===== config.mk =====
export PLATFORM = sky130hd
export DESIGN_NAME = mtmp_blend_flat
export DESIGN_NICKNAME = d
export VERILOG_FILES = /design/src/rtl/mtmp_blend_pkg.sv /design/src/rtl/mtmp_blend_if.sv /design/src/rtl/mtmp_blend_pix_dly_line.sv /design/src/rtl/mtmp_blend.sv /design/src/flat_wrapper.sv
export SDC_FILE = /design/constraint.sdc
export NUM_CORES = 1
export LEC_CHECK = 0
export ABC_AREA = 0
export CAP_MARGIN = 25
export CORE_ASPECT_RATIO = 0.5
export CORE_UTILIZATION = 61
export DETAILED_ROUTE_END_ITERATION = 6
export PLACE_DENSITY = 0.83
export SLEW_MARGIN = 15
export SYNTH_ARGS = -nofsm -noshare
export SYNTH_HDL_FRONTEND = slang
export SYNTH_HIERARCHICAL = 1
export SYNTH_SLANG_ARGS = --single-unit

===== constraint.sdc =====
create_clock -name clk -period 5.2 [get_ports clk]
set_input_delay 1.04 -clock clk [delete_from_list [all_inputs] [get_ports clk]]
set_output_delay 1.04 -clock clk [all_outputs]
set_load 0.02 [all_outputs]

===== src/rtl/mtmp_blend_pkg.sv =====
// Shared constants for the mtmp weight generator and the mtmp blend stage.
// Both blocks take their widths and latency from here so they stay in step.
package mtmp_blend_pkg;

    localparam int DW_IN_DEF    = 10;
    localparam int DW_DEC_DEF   = 8;
    localparam int MTMP_ONE     = 1 << DW_DEC_DEF;
    localparam int MTMP_LAT_DEF = 6;
    localparam int STAT_W_DEF   = 22;

    // Width of one weighted product: pixel times a Q1.DW_DEC weight.
    function automatic int prod_width(input int dw_in, input int dw_dec);
        return dw_in + dw_dec + 1;
    endfunction

endpackage


===== src/rtl/mtmp_blend_if.sv =====
// Pixel stream bundle of the mtmp blend stage: original/corrected pixels and
// weight in, blended pixel out. master drives the inputs, slave is the blender.
interface mtmp_blend_if
    import mtmp_blend_pkg::*;
#(
    parameter int DW_IN  = DW_IN_DEF,
    parameter int DW_DEC = DW_DEC_DEF
);

    logic              in_vld;
    logic              in_sof;
    logic [DW_IN-1:0]  pix_orig;
    logic [DW_IN-1:0]  pix_corr;
    logic [DW_DEC:0]   mtmp;
    logic              out_vld;
    logic              out_sof;
    logic [DW_IN-1:0]  pix_out;

    modport master (
        output in_vld, in_sof, pix_orig, pix_corr, mtmp,
        input  out_vld, out_sof, pix_out
    );

    modport slave (
        input  in_vld, in_sof, pix_orig, pix_corr, mtmp,
        output out_vld, out_sof, pix_out
    );

endinterface


===== src/rtl/mtmp_blend_pix_dly_line.sv =====
// pix_dly_line: free-running WIDTH x DEPTH shift register, cleared by the
// asynchronous active-low reset. Shifts every cycle; there is no enable.
module pix_dly_line #(
    parameter int WIDTH = 1,
    parameter int DEPTH = 1
) (
    input  logic             clk,
    input  logic             rst_n,
    input  logic [WIDTH-1:0] din,
    output logic [WIDTH-1:0] dout
);

    logic [WIDTH-1:0] stage_q [DEPTH];
    logic [WIDTH-1:0] stage_d [DEPTH];

    always_comb begin
        stage_d[0] = din;
        for (int i = 1; i < DEPTH; i++) begin
            stage_d[i] = stage_q[i-1];
        end
    end

    always_ff @(posedge clk or negedge rst_n) begin
        if (!rst_n) begin
            for (int i = 0; i < DEPTH; i++) begin
                stage_q[i] <= '0;
            end
        end else begin
            for (int i = 0; i < DEPTH; i++) begin
                stage_q[i] <= stage_d[i];
            end
        end
    end

    assign dout = stage_q[DEPTH-1];

endmodule


===== src/rtl/mtmp_blend.sv =====
// mtmp_blend: aligns orig/corr pixels to the mtmp weight and blends them.
// Define MTMP_STAT_EN to build the per-frame corrected-pixel counter.
module mtmp_blend
    import mtmp_blend_pkg::*;
#(
    parameter int DW_IN    = DW_IN_DEF,
    parameter int DW_DEC   = DW_DEC_DEF,
    parameter int MTMP_LAT = MTMP_LAT_DEF,
    parameter int STAT_W   = STAT_W_DEF
) (
    input  logic              clk,
    input  logic              rst_n,
    mtmp_blend_if.slave       bus,
    output logic [STAT_W-1:0] stat_cnt,
    output logic              stat_vld
);

    localparam int PW = prod_width(DW_IN, DW_DEC);
    localparam int LW = 2 * DW_IN + 2;
    localparam logic [DW_DEC:0] W_ONE = {1'b1, {DW_DEC{1'b0}}};
    localparam logic [PW:0]     ROUND = (PW + 1)'(1) << (DW_DEC - 1);

    logic [LW-1:0]     dly_in;
    logic [LW-1:0]     dly_out;
    logic              vld_dly;
    logic              sof_dly;
    logic [DW_IN-1:0]  orig_dly;
    logic [DW_IN-1:0]  corr_dly;

    // sof is qualified here so a stray sof on an empty slot never propagates.
    assign dly_in = {bus.in_sof & bus.in_vld, bus.in_vld, bus.pix_orig, bus.pix_corr};
    assign {sof_dly, vld_dly, orig_dly, corr_dly} = dly_out;

    pix_dly_line #(
        .WIDTH (LW),
        .DEPTH (MTMP_LAT)
    ) u_dly (
        .clk   (clk),
        .rst_n (rst_n),
        .din   (dly_in),
        .dout  (dly_out)
    );

    logic [DW_DEC:0]   w;
    logic [PW-1:0]     pa_q, pa_d, pb_q, pb_d;
    logic              vld_b1_q, vld_b1_d, sof_b1_q, sof_b1_d;
    logic [PW:0]       sum;
    logic              sum_unused;
    logic [DW_IN-1:0]  pix_out_q, pix_out_d;
    logic              out_vld_q, out_vld_d, out_sof_q, out_sof_d;

    always_comb begin
        w         = (bus.mtmp > W_ONE) ? W_ONE : bus.mtmp;
        pa_d      = PW'(w) * PW'(corr_dly);
        pb_d      = PW'(W_ONE - w) * PW'(orig_dly);
        vld_b1_d  = vld_dly;
        sof_b1_d  = sof_dly;
        // Weights sum to one, so the rounded result always fits DW_IN bits.
        sum       = {1'b0, pa_q} + {1'b0, pb_q} + ROUND;
        pix_out_d = sum[DW_DEC +: DW_IN];
        out_vld_d = vld_b1_q;
        out_sof_d = sof_b1_q;
    end

    assign sum_unused = ^{sum[DW_DEC-1:0], sum[PW:DW_DEC+DW_IN]};

    always_ff @(posedge clk or negedge rst_n) begin
        if (!rst_n) begin
            pa_q      <= '0;
            pb_q      <= '0;
            vld_b1_q  <= 1'b0;
            sof_b1_q  <= 1'b0;
            pix_out_q <= '0;
            out_vld_q <= 1'b0;
            out_sof_q <= 1'b0;
        end else begin
            pa_q      <= pa_d;
            pb_q      <= pb_d;
            vld_b1_q  <= vld_b1_d;
            sof_b1_q  <= sof_b1_d;
            pix_out_q <= pix_out_d;
            out_vld_q <= out_vld_d;
            out_sof_q <= out_sof_d;
        end
    end

    assign bus.out_vld = out_vld_q;
    assign bus.out_sof = out_sof_q;
    assign bus.pix_out = pix_out_q;

`ifdef MTMP_STAT_EN
    logic              nz_b1_q, nz_b1_d;
    logic              seen_sof_q, seen_sof_d;
    logic              stat_vld_q, stat_vld_d;
    logic [STAT_W-1:0] cnt_q, cnt_d, stat_cnt_q, stat_cnt_d;

    // Counting happens as a pixel enters B2, so stat_vld lines up with out_sof.
    always_comb begin
        nz_b1_d    = (w != '0);
        cnt_d      = cnt_q;
        stat_cnt_d = stat_cnt_q;
        stat_vld_d = 1'b0;
        seen_sof_d = seen_sof_q;
        if (vld_b1_q && sof_b1_q) begin
            stat_cnt_d = seen_sof_q ? cnt_q : '0;
            stat_vld_d = 1'b1;
            seen_sof_d = 1'b1;
            cnt_d      = nz_b1_q ? STAT_W'(1) : '0;
        end else if (vld_b1_q && nz_b1_q && (cnt_q != '1)) begin
            cnt_d = cnt_q + STAT_W'(1);
        end
    end

    always_ff @(posedge clk or negedge rst_n) begin
        if (!rst_n) begin
            nz_b1_q    <= 1'b0;
            seen_sof_q <= 1'b0;
            stat_vld_q <= 1'b0;
            cnt_q      <= '0;
            stat_cnt_q <= '0;
        end else begin
            nz_b1_q    <= nz_b1_d;
            seen_sof_q <= seen_sof_d;
            stat_vld_q <= stat_vld_d;
            cnt_q      <= cnt_d;
            stat_cnt_q <= stat_cnt_d;
        end
    end

    assign stat_cnt = stat_cnt_q;
    assign stat_vld = stat_vld_q;
`else
    assign stat_cnt = '0;
    assign stat_vld = 1'b0;
`endif

endmodule


===== src/flat_wrapper.sv =====
// flat-port wrapper written by rule: the top's interface ports become plain ports
module mtmp_blend_flat import mtmp_blend_pkg::*;
#(
    parameter int DW_IN    = DW_IN_DEF,
    parameter int DW_DEC   = DW_DEC_DEF,
    parameter int MTMP_LAT = MTMP_LAT_DEF,
    parameter int STAT_W   = STAT_W_DEF
)
  (clk, rst_n, stat_cnt, stat_vld, bus_in_vld, bus_in_sof, bus_pix_orig, bus_pix_corr, bus_mtmp, bus_out_vld, bus_out_sof, bus_pix_out);
  mtmp_blend_if #(.DW_IN(DW_IN), .DW_DEC(DW_DEC)) bus_i ();
  input  logic clk;
  input  logic rst_n;
  output logic [STAT_W-1:0] stat_cnt;
  output logic stat_vld;
  input wire logic [$bits(bus_i.in_vld)-1:0] bus_in_vld;
  input wire logic [$bits(bus_i.in_sof)-1:0] bus_in_sof;
  input wire logic [$bits(bus_i.pix_orig)-1:0] bus_pix_orig;
  input wire logic [$bits(bus_i.pix_corr)-1:0] bus_pix_corr;
  input wire logic [$bits(bus_i.mtmp)-1:0] bus_mtmp;
  output wire logic [$bits(bus_i.out_vld)-1:0] bus_out_vld;
  output wire logic [$bits(bus_i.out_sof)-1:0] bus_out_sof;
  output wire logic [$bits(bus_i.pix_out)-1:0] bus_pix_out;
  assign bus_i.in_vld = bus_in_vld;
  assign bus_i.in_sof = bus_in_sof;
  assign bus_i.pix_orig = bus_pix_orig;
  assign bus_i.pix_corr = bus_pix_corr;
  assign bus_i.mtmp = bus_mtmp;
  assign bus_out_vld = bus_i.out_vld;
  assign bus_out_sof = bus_i.out_sof;
  assign bus_pix_out = bus_i.pix_out;
  mtmp_blend #(.DW_IN(DW_IN), .DW_DEC(DW_DEC), .MTMP_LAT(MTMP_LAT), .STAT_W(STAT_W)) u_core (.clk(clk), .rst_n(rst_n), .bus(bus_i), .stat_cnt(stat_cnt), .stat_vld(stat_vld));
endmodule

==> metrics <==
status complete, but fails checks; Max Cap Viol 0; setup TNS -4.59 ns; post-route insts no fill 1428; nets@finish roughly 1400; drt pass-1 iters 6; final setup violation count 13; Place WS -1.44 ns; Area Growth Syn to Fin 25.4%; CTS Buf Count 17; H-tree lvl count 4; first-pass GRT wire length 41000 um; final core occ 78.1%; Crit path arrival time 6.23 ns; RSZ-0062 raised after global routing true; post-synthesis cell type count just over 40; DRT Wirelength 26200 um; Max VDD drop just over 0.5 mV; mapped cell area 0.0115 mm^2; antenna cells 0; Cell Area, Placed 0.0130 mm^2; largest net degree at the start of global routing ~110; Register Area 0.00455 mm^2; Slew HR 38.7%; Pins Over Slew Limit 0; failing checks negative setup slack; RD Place Congestion 0.940; io pins 68; Filler Cells Inserted 1050; critical path class in -> reg; DPL Wire Length about 18000 um; total congestion overflow 0; clock sink count between 150 and 200; initial drt markers 414; via count of the first global-routing pass 8263; Clock Tree Root clkbuf_16; Routed WL per cell 18.3 um; commonest cells after routing, fill and taps aside dfrtp_1 (182), inv_1 (139), fa_1 (115), ha_1 (101), buf_4 (101); clock latency on the worst-skew pair roughly 0.44 ns; final period utilization 114%; Final Cell Area 0.0144 mm^2; r2r setup slk approximately 0.22 ns; average size of a mapped cell 11.4 um^2; share of cells above drive strength 1 23.1%; die width 196 um; class of the worst hold path reg -> reg; startpoint types input pin; # placed instances 1363; flops & latches, synth 182; final hold violations 0; antenna viol nets, final 0; f_max 169 MHz; CTS Buffer Depth 2; PortBufs 44; Core ar. 0.0184 mm^2; Rows 35; Worst-Margin Slew 0.919 ns; Final Worst Setup Slack -0.717 ns; die area 0.0194 mm^2; Min Clock Period, post-route around 6 ns; area of the multi-input gates 0.00687 mm^2; Die Height 98.9 um; CTS tree done; DRC errors left 0; Worst Path Required 5.51 ns; Crit. End Element register; Cells after Synth 1002; routed vias 7693; initial antenna violation count 4; commonest non-fill, non-tap cell in the layout dfrtp_1; # hold bufs at CTS 0; Crit Path Max Fanout 6; clock transition at the registers of the reported paths 0.08 ns; leakage 7.22 nW; pwr/cell area 567 mW/mm^2; Synth Warn # 6; Total GRT Usage 28.1%; vias per cell 5.39; Setup Skew approximately 0.019 ns; Initial Utilization slightly above 60%; register area share after synthesis 39.7%
==> Yosys cell counts <==
master / instances / area share (%)
dfrtp_1: 182 / 40
inv_1: 158 / 5.2
ha_1: 120 / 13
fa_1: 119 / 21
nand2_1: 103 / 3.4
and2_1: 79 / 4.3
xnor2_1: 31 / 2.4
buf_4: 23 / 1.5
nor2_1: 23 / 0.75
a21oi_1: 18 / 0.79
o21ai_0: 16 / 0.70
xor2_1: 13 / 0.99
clkbuf_1: 12 / 0.39
nand3_1: 12 / 0.52
nor2b_1: 11 / 0.60
a21o_1: 10 / 0.66
and3_1: 10 / 0.55
nor3_1: 9 / 0.39
o21a_1: 8 / 0.52
buf_1: 7 / 0.23
a211oi_1: 5 / 0.33
a31oi_1: 3 / 0.16
nand2b_1: 3 / 0.16
nand4_1: 3 / 0.16
o211ai_1: 3 / 0.20
o21bai_1: 3 / 0.20
or3_1: 3 / 0.16
conb_1: 2 / 0.066
a2111oi_0: 1 / 0.076
a211oi_2: 1 / 0.11
a311oi_1: 1 / 0.076
a41oi_1: 1 / 0.076
and2b_1: 1 / 0.066
buf_2: 1 / 0.044
nor4_1: 1 / 0.055
o2111ai_1: 1 / 0.076
o21ai_1: 1 / 0.044
o31a_1: 1 / 0.076
o41a_1: 1 / 0.098
o41ai_4: 1 / 0.24
or2_2: 1 / 0.055
==> where the power goes <==
group          switching, mW  internal (mW)
clock network          0.604          0.631
registers             0.0931           1.68
logic                   2.63           2.51
total                   3.33           4.82
==> per-layer routing <==
layer  track usage (%)  wire [um]  vias up  part of all wire [%]
li1                  -          -     3418                     -
met1              35.1      10400     3965                    40
met2              48.8      13500      245                    52
met3              6.06       1570       65                   6.0
met4              10.8        655        0                   2.5
met5                 0          0        -                     0
==> flip-flops by register name, summed over array words and instances, names as in the netlist <==
signal	flops
u_core/out_vld_d	1
u_core/u_dly/stage_d	110
u_core/pb_q	18
u_core/bus.out_vld	1
u_core/bus.out_sof	1
u_core/pa_q	18
u_core/bus.pix_out	10
u_core/u_dly/dout	22
u_core/out_sof_d	1
==> cell type report <==
type	count	area share, %
multi-input combinational	649	47.8
sequential	182	31.7
timing repair buffer	168	10.3
inverter	158	4.15
clock buffer	17	2.96
tap	240	2.09
clock inverter	14	0.958
==> what timing repair did <==
item,CTS,global route
buffers inserted,19,22
setup endpoints to repair,21,18
pin swaps,51,59
gates resized for setup,102,68
==> cells by family (layout without fill, tap and decap cells) <==
| kind of cell | after synthesis | in the layout | synth area share (%) |
|---|---|---|---|
| buffers and inverters | 201 | 357 | 7.35 |
| AO/OA/AOI/OAI | 75 | 75 | 4.42 |
| flip-flops | 182 | 182 | 39.7 |
| other | 2 | 32 | 0.0655 |
| adder cells (fa/ha/maj) | 239 | 239 | 33.9 |
| AND/OR/NAND/NOR | 259 | 259 | 11.2 |
| XOR/XNOR | 44 | 44 | 3.36 |
==> path summary, 6_finish.rpt <==
| check | from | end | depth (start not counted) |
|---|---|---|---|
| worst min-delay path | u_core/u_dly/stage_d[19] | u_core/u_dly/dout[19] | 0 |
| worst max-delay path | bus_mtmp[1] | u_core/pb_q[17] | 24 |
| worst max register to register | u_core/u_dly/dout[16] | u_core/pb_q[17] | 20 |
| worst min register to register | u_core/u_dly/stage_d[19] | u_core/u_dly/dout[19] | 0 |
| max in group asynchronous | rst_n | u_core/bus.pix_out[7] | 2 |
| min in group asynchronous | rst_n | u_core/pb_q[17] | 1 |
==> critical path: stages <==
cell	delay (ns)
buf_6	0.10
nor2b_4	0.12
buf_6	0.11
nor3_4	0.18
nand2_2	0.08
or2_4	0.25
xor2_4	0.17
buf_4	0.14
buf_6	0.11
and2_4	0.15
fa_1	0.46
fa_1	0.53
fa_1	0.43
fa_1	0.51
inv_2	0.04
fa_2	0.54
inv_2	0.05
ha_4	0.27
and3_1	0.19
o211ai_1	0.14
a31oi_1	0.26
a21o_1	0.16
a21oi_2	0.06
xnor2_1	0.12
==> per-stage QoR <==
stage | power (mW) | hold slack [ns]
CTS | 7.72 | 0.342
detailed placement | 6.08 | 0.335
global placement | 5.87 | 0.331
finish | 8.15 | 0.341
global route | 8.70 | 0.348
floorplan | 4.65 | 0.331
Power figures use the tool's default switching activity.
==> RTL edit 1 (same settings) <==
Add a define of `MTMP_STAT_EN`.
--- a/src/rtl/mtmp_blend.sv
+++ b/src/rtl/mtmp_blend.sv
@@ -1,5 +1,7 @@
 // mtmp_blend: aligns orig/corr pixels to the mtmp weight and blends them.
 // Define MTMP_STAT_EN to build the per-frame corrected-pixel counter.
+`define MTMP_STAT_EN
+
 module mtmp_blend
     import mtmp_blend_pkg::*;
 #(
Check against the original RTL: not equivalent (Yosys sat finds a counterexample within 10 cycles, from zero or initial values and one cycle with rst_n low).
==> RTL edit 1 against the original RTL <==
The flow still finishes with violations (setup timing). Fmax down 1.6%. Routed wire length up 21%. Sequential cell count up 47. Final area up 15%. Critical path depth down 1. Worst setup slack worse by 95 ps. Total power up 18%. Cell count up 18%. First-iteration DRC count up 45%. Area after synthesis up 17%.
==> RTL edit 1: results (changes against the original RTL) <==
[run_status]
status = finished, violations left
failed_checks = setup timing

[power_and_ir_drop]
ir_drop_uv = 642.8  ; +27%
power.static_leakage_nw = 8.118  ; +12%

[cts]
clock_insertion_delay_worst_skew_ps = 510  ; +70 ps
h_tree_depth = 1  ; -3
max-clock-path-buffers = 3  ; +1
tritoncts.num_buffers = 21  ; +4

[global_routing]
grt_start_max_net_pins = 147  ; +40%
grt_first_pass_wirelength_um = 48660  ; +19%
globalRouteTotalUtil_pct = 27.69  ; -0.44 points
antenna_found_initial = 0  ; -4
grt.met3_usage_pct = 5.302  ; -0.76 points
via_count_of_the_first_global_routing_pass = 10010  ; +21%
met2_usage_pct = 47.06  ; -1.7 points

[setup_path]
critPathArrivalTime_ps = 6400  ; +170 ps
crit_start = bus_mtmp[5]
critPathSlowestCell = fa_1
setup.reg_to_reg.worst_slack_ps = 260  ; +40 ps

[drt]
met1_length_um = 12680  ; +22%
route.detailed.wl_per_inst_um = 18.75  ; +2.4%
detailroute.wirelength.met2_um = 15500  ; +15%
drt-initial-drc-count = 602  ; +45%
wl_met3_um = 2092  ; +33%

[timing]
setup_slack_ps = -811.9  ; -95.02 ps
final.hold.worst_slack_ps = 340.7  ; -0.4660 ps
setup_violations = 15  ; +2
timing.slew.headroom_pct = 44.16  ; +5.4 points
finalSetupTns_ps = -6102  ; -1512 ps
clock-skew-final_ps = 14.49  ; -4.678 ps

[layout]
final_cell_count_no_fill = 1682  ; +18%
num-fill-cells = 1112  ; +5.9%
post_route_cells_drive_above_1_share_pct = 18.56  ; -4.6 points

[yosys]
yosysUniqueCellTypes = 57  ; +39%
netlist_top_cells_area = dfrtp_1 43%, fa_1 18%, ha_1 11%
muxShareOfSynthArea_pct = 0.1492  ; +0.15 points
fraction_of_the_mapped_netlist_area_in_adder_cells_pct = 29.14  ; -4.8 points
synth-compound-area-share_pct = 3.918  ; -0.50 points
synth_sequential_area_ratio_pct = 42.72  ; +3.0 points

[min_path]
min_from = u_core/u_dly/stage_d[40]$_DFF_PN0_

[placement]
detailed_place_hpwl_um = 20310  ; +14%
port-buffer-count = 67  ; +52%
pre_cts_ws_ps = -1484  ; -45.83 ps

==> RTL edit 1: cell count changes in the layout (fill, tap and decap cells not counted), sizes merged, moves of 7 or more <==
cell and delta:
nand2 +48, nor2 +26, buf -15, and3 -9
and2 +10, clkdlybuf4s50 +24, clkbuf +9, nand3 +21
nor2b +10, dfrtp +47, xnor2 +12, xor2 +7
conb -23
==> RTL edit 1: cells by family (layout without fill, tap and decap cells) <==
family | after synthesis | in the layout
xor+xnor | 63 | 63
buf+inv | 194 | 378
simple gates | 394 | 394
mux | 2 | 2
flops | 229 | 229
other cells | 2 | 9
fa+ha+maj | 241 | 241
compound gates | 74 | 74
==> RTL edit 1: area by class of cell <==
type	count	share of cell area (%)
Multi-Input combinational cell	783	45.80
Tap cell	292	2.206
Timing Repair Buffer	175	9.495
Inverter	166	3.777
Clock inverter	10	0.5741
Clock buffer	27	3.550
Sequential cell	229	34.60
==> RTL edit 1: per-stage QoR <==
step	util [%]	instance area (um^2)
floorplan	-	13800
global placement	72.82	15340
detailed placement	72.82	15340
CTS	77.41	16310
global route	78.63	16560
finish	78.63	16560
==> RTL edit 1: repair_timing <==
item / 4_1_cts / 5_1_grt
endpoints found under the setup margin: 18 / 18
buffers inserted: 15 / 9
resized for setup: 63 / 44
hold endpoints to repair: 0 / 0
pin swaps: 35 / 50
hold buffers: 0 / 0
==> RTL edit 1: worst reg2reg max path, delay by kind of cell (launching register included) <==
kind / cells / cell delay [ps]
flops: 1 / 590
fa+ha+maj: 6 / 2750
compound gates: 3 / 450
xor+xnor: 1 / 130
buf+inv: 6 / 330
simple gates: 4 / 600
==> RTL edit 1: where the power goes <==
part | switching, mW | internal (mW) | total [mW]
Combinational | 2.99 | 2.89 | 5.88
Clock | 0.675 | 0.858 | 1.53
Sequential | 0.130 | 2.07 | 2.20
==> RTL edit 2 (config.mk and constraints unchanged) <==
Without the edit above. `pa_q`, `pb_q` and `pix_out_q` no longer have a reset.
--- a/src/rtl/mtmp_blend.sv
+++ b/src/rtl/mtmp_blend.sv
@@ -66,22 +66,22 @@
 
     always_ff @(posedge clk or negedge rst_n) begin
         if (!rst_n) begin
-            pa_q      <= '0;
-            pb_q      <= '0;
             vld_b1_q  <= 1'b0;
             sof_b1_q  <= 1'b0;
-            pix_out_q <= '0;
             out_vld_q <= 1'b0;
             out_sof_q <= 1'b0;
         end else begin
-            pa_q      <= pa_d;
-            pb_q      <= pb_d;
             vld_b1_q  <= vld_b1_d;
             sof_b1_q  <= sof_b1_d;
-            pix_out_q <= pix_out_d;
             out_vld_q <= out_vld_d;
             out_sof_q <= out_sof_d;
         end
+    end
+
+    always_ff @(posedge clk) begin
+        pa_q      <= pa_d;
+        pb_q      <= pb_d;
+        pix_out_q <= pix_out_d;
     end
 
     assign bus.out_vld = out_vld_q;
Check against the original RTL: not equivalent (a bounded check fails within 10 cycles, from zero or initial values and one cycle with rst_n low; the reset may be asserted at any time).
==> RTL edit 2 against the original RTL <==
Clock skew decreased by 2.9 ps. Critical path depth increased by 2. The run still ends with setup timing left. Critical path type unchanged. Clock power increased by 12%. Sequential cell count unchanged. Worst setup slack improved by 79 ps. Area after synthesis decreased by 2.0%. Register-to-register slack improved by 30 ps. Total power increased by 4.4%. Combinational power increased by 4%. Highest routed layer unchanged. Die area decreased by 2.0%. Final area decreased by 0.53%. Cell count decreased by 0.42%. Routed wire length increased by 3.8%.
==> RTL edit 2: results (changes against the original RTL) <==
[run_status]
status = finished, violations left
failed_checks = setup timing

[yosys]
netlist_top_cells_area = dfrtp_1 30%, fa_1 21%, ha_1 13%
yosysUniqueCellTypes = 42  ; +2.4%
synth.cells.most_frequent = 158 x inv_1, 136 x dfrtp_1, 120 x ha_1
synth_sequential_area_ratio_pct = 38.51  ; -1.2 points
synthArstFlopShare_pct = 74.73  ; -25 points

[setup_path]
critPathMaxFanout = 5  ; -1
timing.critical_path.slowest_cell_delay_ps = 560  ; +20 ps
critPathArrivalTime_ps = 6200  ; -30 ps
critPathSlowestCell = fa_1

[power_and_ir_drop]
power.static_leakage_nw = 7.106  ; -1.5%
internal-power_mw = 4.984  ; +3.5%
power.sequential.fraction_pct = 21.0  ; -0.8 points
net-switching-power_mw = 3.522  ; +5.8%
pwr.group.clock_mw = 1.38  ; +12%

[placement]
placement.cell_area_um2 = 12700  ; -2.0%
pre_cts_ws_ps = -1447  ; -8.740 ps
detailed_place_hpwl_um = 18050  ; +1.6%
gp_congestion = 0.8828  ; -6.1%

[global_routing]
antenna_found_initial = 0  ; -4
via_count_of_the_first_global_routing_pass = 8199  ; -0.77%
globalRouteTotalUtil_pct = 29.00  ; +0.87 points
grt_first_pass_wirelength_um = 41680  ; +1.7%
grt_start_max_net_pins = 102  ; -2.9%

[timing]
setup_slack_ps = -637.9  ; +79.02 ps
finalSetupTns_ps = -5639  ; -1049 ps
setup_violations = 16  ; +3
clock-skew-final_ps = 16.25  ; -2.920 ps
tightestPinTransition_ps = 827.7  ; -91.27 ps

[drt]
drt_first_pass_iters = 5  ; -1
drt-initial-drc-count = 453  ; +9.4%
met1_length_um = 11150  ; +6.8%
route.detailed.vias_per_inst = 5.392  ; about the same
detailroute.wirelength.met2_um = 13120  ; -2.7%
wl_met3_um = 2010  ; +28%
routed_wirelength_um = 27150  ; +3.8%

[layout]
post_route_cells_drive_above_1_share_pct = 24.41  ; +1.3 points
final_cell_count_no_fill = 1422  ; -0.42%
num-fill-cells = 961  ; -8.5%

[RTL edit 2: timing repair]
item	CTS	global route
pin swaps	57	88
buffers inserted	29	24
resized for setup	105	81
endpoints found under the setup margin	20	17
[RTL edit 2: worst paths after layout]
check / end / startpoint / slack (ps) / cells past startpoint
worst max-delay path: u_core/pb_q[17]$_DFF_P_ / bus_mtmp[8] / -640 / 26
worst min-delay path: u_core/u_dly/stage_d[56]$_DFF_PN0_ / u_core/u_dly/stage_d[78]$_DFF_PN0_ / 340 / 0
max in group asynchronous: u_core/u_dly/dout[2]$_DFF_PN0_ / rst_n / 3550 / 2
worst min register to register: u_core/u_dly/stage_d[56]$_DFF_PN0_ / u_core/u_dly/stage_d[78]$_DFF_PN0_ / 340 / 0
worst max register to register: u_core/pb_q[17]$_DFF_P_ / u_core/u_dly/dout[16]$_DFF_PN0_ / 250 / 18
min in group asynchronous: u_core/u_dly/stage_d[84]$_DFF_PN0_ / rst_n / 670 / 1
[RTL edit 2: final cells by class]
type,count,area (um^2),area share [%]
Timing Repair Buffer,167,1535,10.74
Sequential cell,182,4324,30.26
Clock buffer,17,425.4,2.977
Tap cell,234,292.8,2.049
Inverter,158,598.1,4.185
Multi-Input combinational cell,649,6913,48.38
Clock inverter,15,201.4,1.410
[RTL edit 2: metal layers]
layer / vias to the layer above / global-route usage (%)
met3: 74 / 5.907
li1: 3417 / -
met2: 355 / 48.40
met5: - / 0
met4: 0 / 10.38
met1: 3822 / 38.30
[RTL edit 2: cells by family (layout without fill, tap and decap cells)]
kind of cell	Yosys count	in the layout	synth area share [%]
DFF	182	182	38.51
and+or+nand+nor	259	259	11.40
adders and majority gates	239	239	34.58
xor gates and xnor gates	44	44	3.432
AOI/OAI and AO/OA	75	75	4.513
buffers and inverters	201	357	7.499
other	2	32	0.06688
